--- src/rtl/systolic_pkg.sv ---
`default_nettype none
// ============================================================================
// Module   : systolic_pkg
// Brief    : Shared state encoding and sizing helpers for systolic_os_array.
// Revision : 1.0
// ============================================================================
package systolic_pkg;

   typedef enum logic [1:0] {
      IDLE  = 2'd0,
      RUN   = 2'd1,
      DRAIN = 2'd2,
      DONE  = 2'd3
   } state_t;

   // Full 2W-bit product plus headroom for K_MAX accumulations.
   function automatic int acc_width(input int w, input int k_max);
      return 2 * w + $clog2(k_max);
   endfunction

   function automatic int c_idx(input int r, input int c, input int cols);
      return r * cols + c;
   endfunction

endpackage
`default_nettype wire

--- src/rtl/sa_pe.sv ---
`default_nettype none
// ============================================================================
// Module   : sa_pe
// Brief    : Output-stationary PE: registered a/b/tag forwarding, MAC on tag.
// Revision : 1.0
// ============================================================================
module sa_pe
   import systolic_pkg::*;
#(
   parameter int W      = 8,
   parameter int ACC_W  = 20,
   parameter int SIGNED = 0
) (
   input  logic             i_clk,
   input  logic             i_rst_n,
   input  logic             i_clr,
   input  logic [W-1:0]     i_a,
   input  logic [W-1:0]     i_b,
   input  logic             i_tag,
   output logic [W-1:0]     o_a,
   output logic [W-1:0]     o_b,
   output logic             o_tag,
   output logic [ACC_W-1:0] o_acc
);

   logic [W-1:0]     r_a;
   logic [W-1:0]     r_b;
   logic             r_tag;
   logic [ACC_W-1:0] r_acc;
   logic [ACC_W-1:0] w_a_ext;
   logic [ACC_W-1:0] w_b_ext;
   logic [ACC_W-1:0] w_prod;

   // Extending operands to ACC_W before multiplying yields the extended product directly.
   if (SIGNED != 0) begin : g_signed
      assign w_a_ext = ACC_W'($signed(i_a));
      assign w_b_ext = ACC_W'($signed(i_b));
   end else begin : g_unsigned
      assign w_a_ext = ACC_W'(i_a);
      assign w_b_ext = ACC_W'(i_b);
   end

   assign w_prod = w_a_ext * w_b_ext;

   always_ff @(posedge i_clk or negedge i_rst_n) begin
      if (!i_rst_n) begin
         r_a   <= '0;
         r_b   <= '0;
         r_tag <= 1'b0;
         r_acc <= '0;
      end else if (i_clr) begin
         r_a   <= '0;
         r_b   <= '0;
         r_tag <= 1'b0;
         r_acc <= '0;
      end else begin
         r_a   <= i_a;
         r_b   <= i_b;
         r_tag <= i_tag;
         if (i_tag) begin
            r_acc <= r_acc + w_prod;
         end
      end
   end

   assign o_a   = r_a;
   assign o_b   = r_b;
   assign o_tag = r_tag;
   assign o_acc = r_acc;

endmodule
`default_nettype wire

--- src/rtl/systolic_os_array.sv ---
`default_nettype none
// ============================================================================
// Module   : systolic_os_array
// Brief    : Parametrised output-stationary systolic matmul, internal skew,
//            bubbles, signed mode, K-overflow flag, abort and result backpressure.
// Revision : 1.0
// ============================================================================
module systolic_os_array
   import systolic_pkg::*;
#(
   parameter int  W      = 8,
   parameter int  ROWS   = 3,
   parameter int  COLS   = 3,
   parameter int  K_MAX  = 16,
   parameter int  SIGNED = 0,
   localparam int ACC_W  = acc_width(W, K_MAX)
) (
   input  logic                        i_clk,
   input  logic                        i_rst_n,
   input  logic                        i_valid,
   output logic                        o_ready,
   input  logic                        i_last,
   input  logic [W*ROWS-1:0]           i_A,
   input  logic [W*COLS-1:0]           i_B,
   input  logic                        i_abort,
   output logic                        o_valid,
   input  logic                        i_ready,
   output logic [ACC_W*ROWS*COLS-1:0]  o_C,
   output logic                        o_kovf,
   output logic                        o_busy
);

   localparam int                   c_cnt_w      = $clog2(K_MAX + 1);
   localparam int                   c_drain_w    = $clog2(ROWS + COLS);
   localparam logic [c_drain_w-1:0] c_drain_init = c_drain_w'(ROWS + COLS - 2);

   state_t               r_state;
   state_t               w_state_nxt;
   logic                 w_ready;
   logic                 w_accept;
   logic                 w_hs;
   logic                 w_clr;
   logic [c_cnt_w-1:0]   r_beats;
   logic                 r_kovf;
   logic [c_drain_w-1:0] r_drain_cnt;

   logic [W-1:0]     w_a   [ROWS][COLS+1];
   logic             w_t   [ROWS][COLS+1];
   logic [W-1:0]     w_b   [ROWS+1][COLS];
   logic [ACC_W-1:0] w_acc [ROWS][COLS];
   logic [ROWS*(W+1)+COLS*W-1:0] w_unused_edge;

   assign w_ready  = ((r_state == IDLE) || (r_state == RUN)) && !i_abort;
   assign w_accept = i_valid && w_ready;
   assign w_hs     = (r_state == DONE) && i_ready;
   assign w_clr    = i_abort || w_hs;

   always_ff @(posedge i_clk or negedge i_rst_n) begin
      if (!i_rst_n) begin
         r_state <= IDLE;
      end else begin
         r_state <= w_state_nxt;
      end
   end

   always_comb begin
      w_state_nxt = r_state;
      case (r_state)
         IDLE: begin
            if (w_accept) begin
               if (i_last) w_state_nxt = DRAIN;
               else        w_state_nxt = RUN;
            end
         end
         RUN: begin
            if (w_accept && i_last) w_state_nxt = DRAIN;
         end
         DRAIN: begin
            if (r_drain_cnt == '0) w_state_nxt = DONE;
         end
         DONE: begin
            if (i_ready) w_state_nxt = IDLE;
         end
         default: w_state_nxt = IDLE;
      endcase
      if (i_abort) w_state_nxt = IDLE;
   end

   // DONE is entered on the edge PE(ROWS-1,COLS-1) takes its last product.
   always_ff @(posedge i_clk or negedge i_rst_n) begin
      if (!i_rst_n) begin
         r_drain_cnt <= '0;
      end else if (i_abort) begin
         r_drain_cnt <= '0;
      end else if (w_accept && i_last) begin
         r_drain_cnt <= c_drain_init;
      end else if ((r_state == DRAIN) && (r_drain_cnt != '0)) begin
         r_drain_cnt <= r_drain_cnt - 1'b1;
      end
   end

   always_ff @(posedge i_clk or negedge i_rst_n) begin
      if (!i_rst_n) begin
         r_beats <= '0;
         r_kovf  <= 1'b0;
      end else if (w_clr) begin
         r_beats <= '0;
         r_kovf  <= 1'b0;
      end else if (w_accept) begin
         if (r_beats >= c_cnt_w'(K_MAX)) r_kovf <= 1'b1;
         if (r_beats != {c_cnt_w{1'b1}}) r_beats <= r_beats + 1'b1;
      end
   end

   assign o_ready = w_ready;
   assign o_valid = (r_state == DONE);
   assign o_busy  = (r_state != IDLE);
   assign o_kovf  = r_kovf;

   // Row r of A and its tag see r+1 registers before PE(r,0), column c of B sees c+1.
   for (genvar r = 0; r < ROWS; r++) begin : g_row_skew
      logic [W-1:0] r_a_dly [r+1];
      logic         r_t_dly [r+1];

      always_ff @(posedge i_clk or negedge i_rst_n) begin
         if (!i_rst_n) begin
            for (int i = 0; i <= r; i++) begin
               r_a_dly[i] <= '0;
               r_t_dly[i] <= 1'b0;
            end
         end else if (i_abort) begin
            for (int i = 0; i <= r; i++) begin
               r_a_dly[i] <= '0;
               r_t_dly[i] <= 1'b0;
            end
         end else begin
            r_a_dly[0] <= i_A[r*W +: W];
            r_t_dly[0] <= w_accept;
            for (int i = 1; i <= r; i++) begin
               r_a_dly[i] <= r_a_dly[i-1];
               r_t_dly[i] <= r_t_dly[i-1];
            end
         end
      end

      assign w_a[r][0] = r_a_dly[r];
      assign w_t[r][0] = r_t_dly[r];
      assign w_unused_edge[r*(W+1) +: W+1] = {w_t[r][COLS], w_a[r][COLS]};
   end

   for (genvar c = 0; c < COLS; c++) begin : g_col_skew
      logic [W-1:0] r_b_dly [c+1];

      always_ff @(posedge i_clk or negedge i_rst_n) begin
         if (!i_rst_n) begin
            for (int i = 0; i <= c; i++) r_b_dly[i] <= '0;
         end else if (i_abort) begin
            for (int i = 0; i <= c; i++) r_b_dly[i] <= '0;
         end else begin
            r_b_dly[0] <= i_B[c*W +: W];
            for (int i = 1; i <= c; i++) r_b_dly[i] <= r_b_dly[i-1];
         end
      end

      assign w_b[0][c] = r_b_dly[c];
      assign w_unused_edge[ROWS*(W+1) + c*W +: W] = w_b[ROWS][c];
   end

   for (genvar r = 0; r < ROWS; r++) begin : g_pe_row
      for (genvar c = 0; c < COLS; c++) begin : g_pe_col
         sa_pe #(
            .W      (W),
            .ACC_W  (ACC_W),
            .SIGNED (SIGNED)
         ) u_pe (
            .i_clk   (i_clk),
            .i_rst_n (i_rst_n),
            .i_clr   (w_clr),
            .i_a     (w_a[r][c]),
            .i_b     (w_b[r][c]),
            .i_tag   (w_t[r][c]),
            .o_a     (w_a[r][c+1]),
            .o_b     (w_b[r+1][c]),
            .o_tag   (w_t[r][c+1]),
            .o_acc   (w_acc[r][c])
         );

         assign o_C[c_idx(r, c, COLS)*ACC_W +: ACC_W] = w_acc[r][c];
      end
   end

endmodule
`default_nettype wire

--- config.mk ---
export PLATFORM = sky130hd
export DESIGN_NAME = systolic_os_array
export DESIGN_NICKNAME = d
export VERILOG_FILES = /design/src/rtl/systolic_pkg.sv /design/src/rtl/sa_pe.sv /design/src/rtl/systolic_os_array.sv
export SDC_FILE = /design/constraint.sdc
export NUM_CORES = 2
export LEC_CHECK = 0
export ABC_CLOCK_PERIOD_IN_PS = 16800
export CAP_MARGIN = 20
export CELL_PAD_IN_SITES_DETAIL_PLACEMENT = 2
export CELL_PAD_IN_SITES_GLOBAL_PLACEMENT = 2
export CORE_UTILIZATION = 43
export CTS_CLUSTER_DIAMETER = 50
export DETAILED_ROUTE_END_ITERATION = 12
export PLACE_DENSITY_LB_ADDON = 0.1
export SLEW_MARGIN = 20
export SYNTH_ARGS = -nofsm -noshare
export SYNTH_HDL_FRONTEND = slang
export SYNTH_SLANG_ARGS = --single-unit
export TNS_END_PERCENT = 1
--- constraint.sdc ---
create_clock -name i_clk -period 16.8 [get_ports i_clk]
set_input_delay 4.2 -clock i_clk [delete_from_list [all_inputs] [get_ports i_clk]]
set_output_delay 4.2 -clock i_clk [all_outputs]
set_load 0.02 [all_outputs]
==> key figures <==
Outcome
  – Status: completed

Clocking
  – Clock Sinks: 392
  – Number of buffers between clock root and the deepest sink: 3
  – Clock latency on the worst-skew pair: 0.67 ns
  – CTS Root Cell: sky130_fd_sc_hd__clkbuf_16
  – Clock-pin transition on the worst setup and hold timing paths: 0.06 ns
  – TritonCTS clock tree: done
  – Post-CTS setup-driven buffer insertion count: 0
  – Count of hold-fix buffers inserted at cts: 0
  – Post-cts repair resize count: 0
  – Cts bufs inserted: 71
  – Number of H-tree levels: 3

Logic synthesis
  – Mapped cell area: 39,300 µm²
  – Flip-flop cell with the highest count after synthesis: sky130_fd_sc_hd__dfrtp_1
  – Biggest area consumer among synthesized cells: sky130_fd_sc_hd__dfrtp_1
  – Area share of the leading cell type in the synthesized netlist: 25.0%
  – Average footprint of a synthesized cell: 9.48 µm²
  – Async S/R FF share, synth: 100%
  – Number of distinct library cell variants in the gate-level netlist after synthesis: 72
  – Synthesized instance count: 4,145
  – Total number of yosys warnings: 0
  – Number of flip-flops and latches in the synthesized netlist: 392
  – Post-synthesis sequential area ratio: 25.0%
  – Number of enable-type register cells in the synthesized netlist: 0
  – Synthesized netlist net count: 5,017
  – Leading cell types by total area after synthesis: sky130_fd_sc_hd__dfrtp_1 (25%), sky130_fd_sc_hd__fa_1 (17%), sky130_fd_sc_hd__ha_1 (15%), sky130_fd_sc_hd__and2_1 (9.5%), sky130_fd_sc_hd__inv_1 (5.3%)

Pwr
  – Pwr Total: 2.91 mW
  – Net switching power of the design: 0.883 mW
  – Sequential power share: 35.6%
  – Internal power summed over all cells: 2.02 mW
  – Share of power burned in the clock network: 51.9%
  – Pwr/cell area: 63.9 nW/µm²
  – Leak: 23.7 nW
  – Switching Fraction: 30.4%
  – Part of the power in combinational logic: 12.4%
  – Maximum ir drop on the vdd rail: 97.1 µV

Place
  – Final weighted congestion of routability-driven global placement: 0.818
  – Final HPWL from detailed placement: 90,000 µm
  – Buffers on Ports: 237

Worst setup path
  – Arrival @ worst endpoint: 5.44 ns
  – Reg-to-Reg Start: g_row_skew[1].r_a_dly[5]$_DFF_PN0_
  – Data required time at the worst endpoint: 12.60 ns
  – Critical path buffer and inverter count: 2
  – Maximum single-stage delay on the critical path: 0.67 ns
  – Worst setup EP type: primary output
  – Largest fanout on the critical path: 41
  – Setup Crit Path Kind: in2out
  – Standard cell with the maximum stage delay on the critical path: sky130_fd_sc_hd__clkdlybuf4s50_1
  – Category of cells accounting for the largest share of critical-path delay: buffers and inverters
  – Category of the worst setup path launch point: primary input
  – Worst setup path startpoint: i_abort
  – Worst-path cell chain: buf_4 > nor2_1 > clkdlybuf4s50_1

Floorplanning
  – Y dimension of the die: 304 µm
  – Starting Density: 43.5%
  – Top-level port count: 238
  – Die area: 92,600 µm²
  – Site row count: 110
  – Die width: 304 µm
  – Standard cell core area: 90,300 µm²

Route
  – Wire length per cell after detailed routing: 21.6 µm
  – 1st-iter DRT viols: 978
  – Remaining antenna violation count: 0
  – Count of unresolved DRC violations after routing: 0
  – DRT Wirelength: 122,000 µm
  – Via count: 30,639
  – 1st-pass router iterations: 4
  – Drt via density: 5.44

Global routing
  – GRT Resource Usage Total: 26.9%
  – Largest net degree at the start of global routing: 149
  – Number of global-route vias before repair: 35,994
  – Number of antenna violations at the first check in global routing: 3
  – Congestion Overflow GR: 0
  – Global-route wire length before repair: 199,000 µm

Timing
  – Unrepaired setup endpoints after global routing: no
  – Setup TNS: 0 ns
  – Setup-violating endpoint count in the final report: 0
  – Tcrit/Tclk final: 57.4%
  – Final Slew Violations: 0
  – Highest clock rate: 104 MHz
  – Clock skew: 0.0361 ns
  – Hold violation total from the final report: 0
  – Least-Margin Pin Slew: 1.06 ns
  – Tightest slew margin relative to the limit: 29.6%
  – Min Tclk post-route: 9.64 ns

Final layout
  – Fraction of final layout cells sized beyond drive strength 1: 3.97%
  – Most frequent cells in the layout: sky130_fd_sc_hd__and2_1 (596), sky130_fd_sc_hd__inv_1 (552), sky130_fd_sc_hd__ha_1 (485), sky130_fd_sc_hd__dfrtp_1 (392), sky130_fd_sc_hd__fa_1 (333)
  – Synthesis-to-layout area growth: 15.8%
  – Count of filler cells inserted in the layout: 9,438
  – Commonest non-fill, non-tap cell in the layout: sky130_fd_sc_hd__and2_1
  – Nets@finish: 5,271
  – Diode insertion count for antenna repair: 0

Worst hold path
  – Worst Min Path Start: g_col_skew[2].r_b_dly[20]$_DFF_PN0_
  – Min-Delay Path Class: reg2reg

Flow run
  – Max-cap violations: 0
==> path summary, 6_finish.rpt <==
| check | endpoint | slack, ns | depth (start not counted) |
|---|---|---|---|
| setup / recovery | o_ready | 7.16 | 3 |
| hold / removal | g_col_skew[2].r_b_dly[12]$_DFF_PN0_ | 0.46 | 1 |
| setup reg to reg | g_pe_row[1].g_pe_col[0].u_pe.o_acc[19]$_DFFE_PN0P_ | 10.29 | 24 |
| hold reg to reg | g_col_skew[2].r_b_dly[12]$_DFF_PN0_ | 0.46 | 1 |
| max in group asynchronous | g_pe_row[0].g_pe_col[2].u_pe.o_acc[1]$_DFFE_PN0P_ | 10.85 | 3 |
| min in group asynchronous | g_pe_row[2].g_pe_col[2].u_pe.o_acc[3]$_DFFE_PN0P_ | 3.59 | 1 |
==> synthesized netlist by cell type, drive strengths merged, types with 26 or more instances <==
cell type,count
o21ai,116
o21a,32
xnor2,133
ha,485
mux2i,81
inv,552
and2,596
fa,333
nand3,57
nor3,39
xor2,94
o21bai,30
a21oi,194
a211oi,39
dfrtp,392
and3,26
nor2b,128
nand2,193
a21o,77
nand2b,32
clkbuf,55
nor2,232
==> through the flow <==
step	setup slack, ns	cell area [µm²]	hold WS (ns)	utilization, %	std cells
floorplan	8.06	39300	0.439	-	4145
global placement	7.26	43000	0.445	47.6	5502
detailed placement	7.22	43000	0.455	47.6	5502
CTS	7.17	45500	0.466	50.4	5631
global route	7.10	45500	0.487	50.4	5631
finish	7.16	45500	0.464	50.4	5631
==> logic make-up (layout without fill, tap and decap cells) <==
group	after synthesis	count (layout)	synth area share, %
DFF	392	392	25.0
buffers and inverters	622	932	5.94
muxes	88	88	2.26
AOI/OAI and AO/OA	619	619	10.3
xor gates and xnor gates	227	227	5.06
and+or+nand+nor	1379	1379	19.1
adders and majority gates	818	818	32.4
==> layer usage <==
layer	up-vias	GRT usage, %	part of all wire, %
met3	183	3.36	2.3
met1	15987	32.5	43
met2	354	50.1	53
met5	-	0	0.018
met4	4	7.20	2.4
li1	14111	-	-
==> power groups by stage <==
stage / clock network, mW / logic [mW] / registers (mW)
after detailed placement: 0 / 0.358 / 1.05
after CTS: 1.55 / 0.368 / 1.04
after floorplan: 0 / 0.214 / 1.03
after global routing: 1.58 / 0.399 / 1.04
final: 1.51 / 0.361 / 1.04
after global placement: 0 / 0.343 / 1.05
==> registers in the layout, indices dropped and copies added (netlist names) <==
signal                        flops
g_pe_row.g_pe_col.u_pe.o_acc    180
r_state                           2
o_kovf                            1
r_drain_cnt                       3
g_col_skew.r_b_dly               48
g_row_skew.r_t_dly                3
g_pe_row.g_pe_col.u_pe.o_b       48
g_pe_row.g_pe_col.u_pe.o_tag      6
g_pe_row.g_pe_col.u_pe.o_a       48
r_beats                           5
g_row_skew.r_a_dly               48
==> layout make-up <==
type	count	area (µm²)	share of cell area [%]
Clock buffer	80	1860	4.09
Clock inverter	49	609	1.34
Inverter	554	2080	4.57
Multi-Input combinational cell	3131	27200	59.7
Sequential cell	392	9810	21.6
Tap cell	1176	1470	3.23
Timing Repair Buffer	249	2490	5.47
==> worst register-to-register path, cell delays in order, from the launching register on <==
cell                        delay (ns)
sky130_fd_sc_hd__dfrtp_1          0.52
sky130_fd_sc_hd__and2_1           0.25
sky130_fd_sc_hd__fa_1             0.49
sky130_fd_sc_hd__fa_1             0.51
sky130_fd_sc_hd__fa_1             0.50
sky130_fd_sc_hd__inv_1            0.05
sky130_fd_sc_hd__fa_1             0.48
sky130_fd_sc_hd__inv_1            0.05
sky130_fd_sc_hd__ha_1             0.32
sky130_fd_sc_hd__or2_2            0.32
sky130_fd_sc_hd__a21oi_1          0.14
sky130_fd_sc_hd__a21oi_1          0.07
sky130_fd_sc_hd__and4_1           0.22
sky130_fd_sc_hd__a2111oi_2        0.43
sky130_fd_sc_hd__a21oi_1          0.16
sky130_fd_sc_hd__xnor2_1          0.21
sky130_fd_sc_hd__ha_1             0.34
sky130_fd_sc_hd__o21a_1           0.12
sky130_fd_sc_hd__o21ai_0          0.10
sky130_fd_sc_hd__nor2_1           0.25
sky130_fd_sc_hd__nand4_1          0.11
sky130_fd_sc_hd__o21ai_0          0.34
sky130_fd_sc_hd__nand3_1          0.14
sky130_fd_sc_hd__xor2_1           0.15
sky130_fd_sc_hd__nor2_1           0.06
(Power assumes the default switching activity.)
